[src/rtl/pipe_sub_if.sv]
// Handshake and data bundle for pipe_sub.
// Macro PIPE_SUB_OVF_EN adds the signed-overflow flag ovfOUT.
// Signals:
//   inValid/inReady     upstream operand handshake
//   operA/operB/Bin     minuend, subtrahend and borrow-in
//   outValid/outReady   downstream result handshake
//   resultOUT/Bout      difference and borrow-out (ovfOUT when enabled)
// Modports: master = the environment driving operands and taking results,
//           slave  = the subtractor.
interface pipe_sub_if #(
    parameter int unsigned N = 16
);
    logic         inValid;
    logic         inReady;
    logic         Bin;
    logic [N-1:0] operA;
    logic [N-1:0] operB;
    logic         outValid;
    logic         outReady;
    logic [N-1:0] resultOUT;
    logic         Bout;
`ifdef PIPE_SUB_OVF_EN
    logic         ovfOUT;
`endif

    modport master (
`ifdef PIPE_SUB_OVF_EN
        input  ovfOUT,
`endif
        output inValid, Bin, operA, operB, outReady,
        input  inReady, outValid, resultOUT, Bout
    );

    modport slave (
`ifdef PIPE_SUB_OVF_EN
        output ovfOUT,
`endif
        input  inValid, Bin, operA, operB, outReady,
        output inReady, outValid, resultOUT, Bout
    );
endinterface

[src/rtl/pipe_sub.sv]
// Pipelined unsigned subtractor: resultOUT = (operA - operB - Bin) mod 2^N.
// Each stage resolves CHUNK bits and passes its borrow to the next stage, so
// the latency is STAGES = N/CHUNK cycles at one result per cycle. The whole
// pipeline advances when the output register is empty or being taken.
// Ports:
//   clk    rising-edge clock
//   rst_n  synchronous active-low reset
//   bus    pipe_sub_if.slave (operand handshake in, result handshake out)
// Macro PIPE_SUB_OVF_EN adds the registered signed-overflow output ovfOUT.
module pipe_sub #(
    parameter int unsigned N     = 16,
    parameter int unsigned CHUNK = 4
) (
    input  logic      clk,
    input  logic      rst_n,
    pipe_sub_if.slave bus
);

    localparam int unsigned STAGES = N / CHUNK;
    localparam int unsigned LAST   = STAGES - 1;

    // Configuration sanity: chunks must tile N and there must be at least two stages.
    if ((N % CHUNK) != 0 || STAGES < 2) begin : g_bad_cfg
        $error("pipe_sub: N must be a multiple of CHUNK with N/CHUNK >= 2");
    end

    // Stage state: valid, borrow-out and partially resolved result per stage;
    // full operands ride along in every stage but the last (skew).
    logic [STAGES-1:0] valid_q, valid_d;
    logic [STAGES-1:0] borrow_q, borrow_d;
    logic [N-1:0]      r_q [STAGES];
    logic [N-1:0]      r_d [STAGES];
    logic [N-1:0]      a_q [LAST];
    logic [N-1:0]      a_d [LAST];
    logic [N-1:0]      b_q [LAST];
    logic [N-1:0]      b_d [LAST];
    logic [CHUNK:0]    slice_c;
    logic              advance_c;
`ifdef PIPE_SUB_OVF_EN
    logic              ovf_q, ovf_d;
`endif

    // One chunk of A + ~B + ~borrow; returns {borrow_out, difference}.
    function automatic logic [CHUNK:0] sub_chunk(
        input logic [CHUNK-1:0] a,
        input logic [CHUNK-1:0] b,
        input logic             bin
    );
        logic [CHUNK:0] sum;
        sum = {1'b0, a} + {1'b0, ~b} + {{CHUNK{1'b0}}, ~bin};
        return {~sum[CHUNK], sum[CHUNK-1:0]};
    endfunction

    // Next-state: hold everything on stall, otherwise shift every stage forward.
    always_comb begin
        advance_c = !valid_q[LAST] || bus.outReady;
        valid_d   = valid_q;
        borrow_d  = borrow_q;
        r_d       = r_q;
        a_d       = a_q;
        b_d       = b_q;
        slice_c   = '0;
`ifdef PIPE_SUB_OVF_EN
        ovf_d     = ovf_q;
`endif
        if (advance_c) begin
            // Stage 0: capture operands, or load a bubble when nothing is offered.
            valid_d[0] = bus.inValid;
            if (bus.inValid) begin
                slice_c     = sub_chunk(bus.operA[CHUNK-1:0], bus.operB[CHUNK-1:0], bus.Bin);
                r_d[0]      = {{(N-CHUNK){1'b0}}, slice_c[CHUNK-1:0]};
                borrow_d[0] = slice_c[CHUNK];
                a_d[0]      = bus.operA;
                b_d[0]      = bus.operB;
            end

            // Middle stages: resolve chunk s with the borrow registered by stage s-1.
            for (int s = 1; s < int'(LAST); s++) begin
                slice_c                = sub_chunk(a_q[s-1][s*CHUNK +: CHUNK],
                                                   b_q[s-1][s*CHUNK +: CHUNK],
                                                   borrow_q[s-1]);
                valid_d[s]             = valid_q[s-1];
                r_d[s]                 = r_q[s-1];
                r_d[s][s*CHUNK +: CHUNK] = slice_c[CHUNK-1:0];
                borrow_d[s]            = slice_c[CHUNK];
                a_d[s]                 = a_q[s-1];
                b_d[s]                 = b_q[s-1];
            end

            // Final stage: top chunk completes the result, which is the output register.
            slice_c                        = sub_chunk(a_q[LAST-1][LAST*CHUNK +: CHUNK],
                                                       b_q[LAST-1][LAST*CHUNK +: CHUNK],
                                                       borrow_q[LAST-1]);
            valid_d[LAST]                  = valid_q[LAST-1];
            r_d[LAST]                      = r_q[LAST-1];
            r_d[LAST][LAST*CHUNK +: CHUNK] = slice_c[CHUNK-1:0];
            borrow_d[LAST]                 = slice_c[CHUNK];
`ifdef PIPE_SUB_OVF_EN
            // Operand signs differ and the result sign departs from the minuend's.
            ovf_d = (a_q[LAST-1][N-1] != b_q[LAST-1][N-1]) &&
                    (slice_c[CHUNK-1] != a_q[LAST-1][N-1]);
`endif
        end
    end

    // State registers with synchronous reset.
    always_ff @(posedge clk) begin
        if (!rst_n) begin
            valid_q  <= '0;
            borrow_q <= '0;
            for (int s = 0; s < int'(STAGES); s++) begin
                r_q[s] <= '0;
            end
            for (int s = 0; s < int'(LAST); s++) begin
                a_q[s] <= '0;
                b_q[s] <= '0;
            end
`ifdef PIPE_SUB_OVF_EN
            ovf_q    <= 1'b0;
`endif
        end else begin
            valid_q  <= valid_d;
            borrow_q <= borrow_d;
            r_q      <= r_d;
            a_q      <= a_d;
            b_q      <= b_d;
`ifdef PIPE_SUB_OVF_EN
            ovf_q    <= ovf_d;
`endif
        end
    end

    assign bus.inReady   = advance_c;
    assign bus.outValid  = valid_q[LAST];
    assign bus.resultOUT = r_q[LAST];
    assign bus.Bout      = borrow_q[LAST];
`ifdef PIPE_SUB_OVF_EN
    assign bus.ovfOUT    = ovf_q;
`endif

endmodule
[src/flat_wrapper.sv]
// flat-port wrapper written by rule: the top's interface ports become plain ports
module pipe_sub_flat 
#(
    parameter int unsigned N     = 16,
    parameter int unsigned CHUNK = 4
)
  (clk, rst_n, bus_inValid, bus_Bin, bus_operA, bus_operB, bus_outReady, bus_inReady, bus_outValid, bus_resultOUT, bus_Bout);
  pipe_sub_if #(.N(N)) bus_i ();
  input  logic clk;
  input  logic rst_n;
  input wire logic [$bits(bus_i.inValid)-1:0] bus_inValid;
  input wire logic [$bits(bus_i.Bin)-1:0] bus_Bin;
  input wire logic [$bits(bus_i.operA)-1:0] bus_operA;
  input wire logic [$bits(bus_i.operB)-1:0] bus_operB;
  input wire logic [$bits(bus_i.outReady)-1:0] bus_outReady;
  output wire logic [$bits(bus_i.inReady)-1:0] bus_inReady;
  output wire logic [$bits(bus_i.outValid)-1:0] bus_outValid;
  output wire logic [$bits(bus_i.resultOUT)-1:0] bus_resultOUT;
  output wire logic [$bits(bus_i.Bout)-1:0] bus_Bout;
  assign bus_i.inValid = bus_inValid;
  assign bus_i.Bin = bus_Bin;
  assign bus_i.operA = bus_operA;
  assign bus_i.operB = bus_operB;
  assign bus_i.outReady = bus_outReady;
  assign bus_inReady = bus_i.inReady;
  assign bus_outValid = bus_i.outValid;
  assign bus_resultOUT = bus_i.resultOUT;
  assign bus_Bout = bus_i.Bout;
  pipe_sub #(.N(N), .CHUNK(CHUNK)) u_core (.clk(clk), .rst_n(rst_n), .bus(bus_i));
endmodule
[config.mk]
export PLATFORM = sky130hd
export DESIGN_NAME = pipe_sub_flat
export DESIGN_NICKNAME = d
export VERILOG_FILES = /design/src/rtl/pipe_sub_if.sv /design/src/rtl/pipe_sub.sv /design/src/flat_wrapper.sv
export SDC_FILE = /design/constraint.sdc
export NUM_CORES = 1
export LEC_CHECK = 0
export ABC_AREA = 1
export CELL_PAD_IN_SITES_DETAIL_PLACEMENT = 0
export CELL_PAD_IN_SITES_GLOBAL_PLACEMENT = 1
export CORE_MARGIN = 5
export CORE_UTILIZATION = 45
export CTS_BUF_LIST = sky130_fd_sc_hd__clkbuf_4
export CTS_CLUSTER_DIAMETER = 100
export DETAILED_ROUTE_END_ITERATION = 16
export PLACE_DENSITY = 0.89
export SYNTH_ARGS = -nofsm -noshare
export SYNTH_HDL_FRONTEND = slang
export SYNTH_SLANG_ARGS = --single-unit
[constraint.sdc]
create_clock -name clk -period 4.85 [get_ports clk]
set_clock_uncertainty 0.05 [all_clocks]
set_input_delay 0.7275 -clock clk [delete_from_list [all_inputs] [get_ports clk]]
set_output_delay 0.7275 -clock clk [all_outputs]
set_load 0.05 [all_outputs]
; ---- Word-level counts from Yosys, hierarchy flattened
; Cells that the tools add are included.
; Widths: inputs -> output; s select.
[totals]
register_bits = 144
in_bits = 37
output_inout_bits = 19
wordCells = 36
[classes]
n_addsub = 8
n_bitwise = 12
reduce_logical = 3
[op_table]
columns = cell, n
row1 = $add 4x4->5, 4
row2 = $add 5x1->5, 4
row3 = $not 4->4, 4
row4 = $not 1->1, 8
row5 = $reduce_and 2->1, 1
row6 = $logic_not 1->1, 1
row7 = $logic_or 1x1->1, 1

; ---- Depth between registers and ports, before layout
[logic_depth]
word_depth = 4
mapped_depth = 10
ltp_nobuf = 10

; ---- Worst setup path after synthesis
; No wires, ideal clock.
[synth_timing]
kind = reg-to-output
start = register u_core.valid_q[3]
end = output bus_inReady
arrival_ps = 1280
required_ps = 4073
path_slack_ps = 2793
path_stages_with_launch = 5
n_path_buf = 1
path_cell_list = dfxtp_1 inv_1 nor2_4 inv_2 buf_2
[synth_via]
elab_chain_len = 2
[synth_rtl]
columns = element, line_no
row1 = "start, declared", pipe_sub.sv:29  ; logic [STAGES-1:0] valid_q, valid_d;
row2 = "start signal, assigned", pipe_sub.sv:122  ; valid_q <= valid_d;
row3 = $logic_not 1->1, pipe_sub.sv:56  ; advance_c = !valid_q[LAST] || bus.outReady;
row4 = $logic_or 1x1->1, pipe_sub.sv:56
row5 = "end, declared", flat_wrapper.sv:16  ; output wire logic [$bits(bus_i.inReady)-1:0] bus_inReady;
; Every way passes these cells.

; ---- Worst setup path in the final report
[layout_timing]
start = input bus_outReady
end = output bus_inReady
[layout_via]
elab_chain_len = 1
[layout_rtl]
columns = element, line_no
row1 = "start, declared", flat_wrapper.sv:15  ; input wire logic [$bits(bus_i.outReady)-1:0] bus_outReady;
row2 = $logic_or 1x1->1, pipe_sub.sv:56
; Every way passes these cells.

==> flow_summary.json <==
{
  "status": "complete, no violations",
  "avgSynthCellArea_um2": 8.02,
  "rr_endpoint": "u_core.b_q[37]",
  "dpl_cell_area_um2": 4430,
  "core_area_um2": 8680,
  "clkPwrFrac_pct": 25.2,
  "antenna_left": 0,
  "cts_hold_buf": 0,
  "netlist_area_um2": 3980,
  "slowest_delay_ns": 0.80,
  "end_kind": "output pin",
  "ys_top_cells_by_area": "dfxtp_1 (48%), nor2_1 (12%), o21ai_0 (11%), a21oi_1 (4.2%), buf_4 (4.2%)",
  "start_util_pct": 45.8,
  "route.detailed.drc": 0,
  "hold-worst-slack_ns": 0.416,
  "cts_max_level": 3,
  "grt_pass1_wl_um": 12800,
  "cts_tree": "built",
  "period_share_pct": 60.6,
  "power_density_nw_per_um2": 347,
  "fillers": 885,
  "p_leak_nw": 2.05,
  "drive_above_1_share_pct": 5.51,
  "swShare_pct": 30.5,
  "num_rows": 34,
  "post-route-util_pct": 52.5,
  "dr.pass1.iters": 4,
  "p_seq_share_pct": 56.3,
  "grt_setup_unrepaired": "no",
  "grt_pass1_vias": 2921,
  "seq_area_frac_synth_pct": 48.3,
  "syn_to_final_growth_pct": 14.6,
  "grt_overflow": 0,
  "antenna_found_initial": 0,
  "hpwl_um": 4680,
  "ys_warn_count": 0,
  "via_per_inst": 4.76,
  "worstPathMaxFanout": 2,
  "rrSetupSlack_ns": 2.69,
  "clkSlewWorstSetupHoldPaths_ns": 0.16,
  "clock_path_buffers": 2,
  "vdd_drop_max_v": 0.000126,
  "cts_sinks": 96,
  "max_cap_violations": 0,
  "top_usage_layer": "met2",
  "crit_chain": "clkdlybuf4s50_1 -> nor2_4 -> inv_2 -> clkdlybuf4s50_1",
  "dieArea_um2": 10800,
  "fp.dieH_um": 104,
  "cp-start-kind": "input port",
  "route.vias.total": 3017,
  "io_buffers": 55,
  "cts_buffers": 9,
  "cts_resized": 0,
  "grt_max_degree": 72,
  "final_net_count": 578,
  "cp_num_buf_inv": 3,
  "yosysTopAreaCell": "dfxtp_1",
  "dieWidth_um": 104,
  "gp_congestion": 0.751,
  "io_pins": 56,
  "hp-class": "flip-flop to flip-flop",
  "wire_per_inst_um": 11.0,
  "critPathArrivalTime_ns": 2.16,
  "combPwrFrac_pct": 18.5,
  "critPathSlowestCell": "clkdlybuf4s50_1",
  "setup_viol": 0,
  "synthesis.nets": 553,
  "synth_cell_type_count": 22,
  "whs_path_depth": 2,
  "slew_violations": 0,
  "grtUsageMet3_pct": 3.72,
  "grt_use_met1_pct": 18.6,
  "wl_um": 7000,
  "fin_crit_ns": 2.94,
  "startpoint": "bus_outReady",
  "path_class": "input port to output pin",
  "syn_inst": 496,
  "clkLatencyLatePin_ns": 0.42,
  "report.final.hold_viol_count": 0,
  "tns_ns": 0,
  "r2r_start": "u_core.valid_q[3]",
  "p_total_mw": 1.58,
  "switchingPower_uw": 482,
  "internal_power_mw": 1.10,
  "path_depth": 4,
  "antennaDiodeCount": 0,
  "cts_setup_buffers": 0,
  "root_buffer": "clkbuf_4",
  "yosys_register_bits": 96,
  "cp.required_ns": 4.07,
  "first_iter_violations": 150,
  "crit_top_cell": "clkdlybuf4s50_1",
  "synth_top_cell_area_share_pct": 48.3,
  "min_from": "u_core.r_q[51]",
  "relSlewSlack_pct": 40.5,
  "r2r_cells": 7,
  "holdPathEnd": "u_core.r_q[35]",
  "fmax_mhz": 340,
  "grt.total_usage_pct": 13.7,
  "worstMarginPinSlew_ns": 0.892,
  "use_met2_pct": 21.3,
  "crit_family": "buffers and inverters",
  "design_area_um2": 4560
}
worst register-to-register path: stages (launching register included):
cell	delay, ns
dfxtp_1	0.34
inv_1	0.09
nor2_4	0.04
inv_2	0.06
buf_4	0.55
nand2_2	0.56
o21ai_0	0.30
a21oi_1	0.06
area by class of cell:
cell class | instances | area, um2 | area share [%]
clock inverter | 7 | 62.6 | 1.37
sequential | 96 | 1920 | 42.2
inverter | 37 | 139 | 3.05
clock buffer | 9 | 67.6 | 1.48
multi-input combinational | 319 | 1660 | 36.5
timing repair buffer | 58 | 568 | 12.5
tap | 108 | 135 | 2.97
metrics by stage:
| stage | setup WS (ns) | cells |
|---|---|---|
| floorplan | 2.79 | 496 |
| global placement | 1.85 | 618 |
| detailed placement | 1.82 | 618 |
| CTS | 1.90 | 634 |
| global route | 1.88 | 634 |
| finish | 1.91 | 634 |
cell usage after synthesis:
library cell    n
o21ai_1         6
clkbuf_2        1
nand3_1        11
ha_1           12
inv_2           2
a21oi_1        33
or2_2           2
dfxtp_1        96
fa_1            8
inv_1          35
xnor2_1         4
nor2_2          1
nand2_1        17
nand2_2         1
buf_2           4
o21ai_0        87
clkbuf_1       17
o21bai_1        3
nor2_4          1
buf_4          22
a21oi_2         2
nor2_1        131
registers in the layout (all words and copies together), names as in the netlist:
register and count:
u_core.b_q 24, u_core.borrow_q 4, u_core.bus.resultOUT 16, u_core.valid_q 4
u_core.a_q 24, u_core.r_q 24
layout by cell type (no fill, tap or decap):
master,instances
a21oi_1,33
a21oi_2,2
buf_2,1
buf_4,3
clkbuf_4,9
clkdlybuf4s50_1,54
clkinv_2,1
clkinv_4,2
dfxtp_1,96
fa_1,8
ha_1,12
inv_1,35
inv_2,2
inv_6,2
inv_8,2
nand2_1,17
nand2_2,1
nand3_1,11
nor2_1,131
nor2_2,1
nor2_4,1
o21ai_0,87
o21ai_1,6
o21bai_1,3
or2_2,2
xnor2_1,4
metal layers:
layer / vias to the layer above / wire length, um / part of all wire (%)
met1: 1340 / 3730 / 53
met2: 42 / 2910 / 42
met5: - / 0 / 0
met3: 7 / 292 / 4.2
met4: 0 / 62 / 0.89
li1: 1628 / - / -
worst max path at each step:
stage / to / slack [ns]
final: bus_inReady / 1.91
after global routing: bus_inReady / 1.88
after CTS: bus_inReady / 1.90
after detailed placement: u_core.b_q[37] / 1.82
after global placement: u_core.a_q[36] / 1.85
after floorplan: bus_inReady / 2.79
kinds of logic after synthesis:
group	after synthesis	share of synthesized area (%)
AND/OR/NAND/NOR	164	16.3
AO/OA/AOI/OAI	131	16.9
flip-flops	96	48.3
buffers and inverters	81	9.88
adder cells (fa/ha/maj)	20	7.80
XOR/XNOR	4	0.881
power by group through the flow:
stage	Combinational, mW	Sequential [mW]	Clock [mW]
4_1_cts	0.296	0.890	0.418
3_3_place_gp	0.289	0.905	0
2_1_floorplan	0.219	0.905	0
5_1_grt	0.332	0.899	0.447
3_5_place_dp	0.294	0.907	0
6_report	0.292	0.889	0.398
No activity file was read; power rests on OpenSTA's default activity.
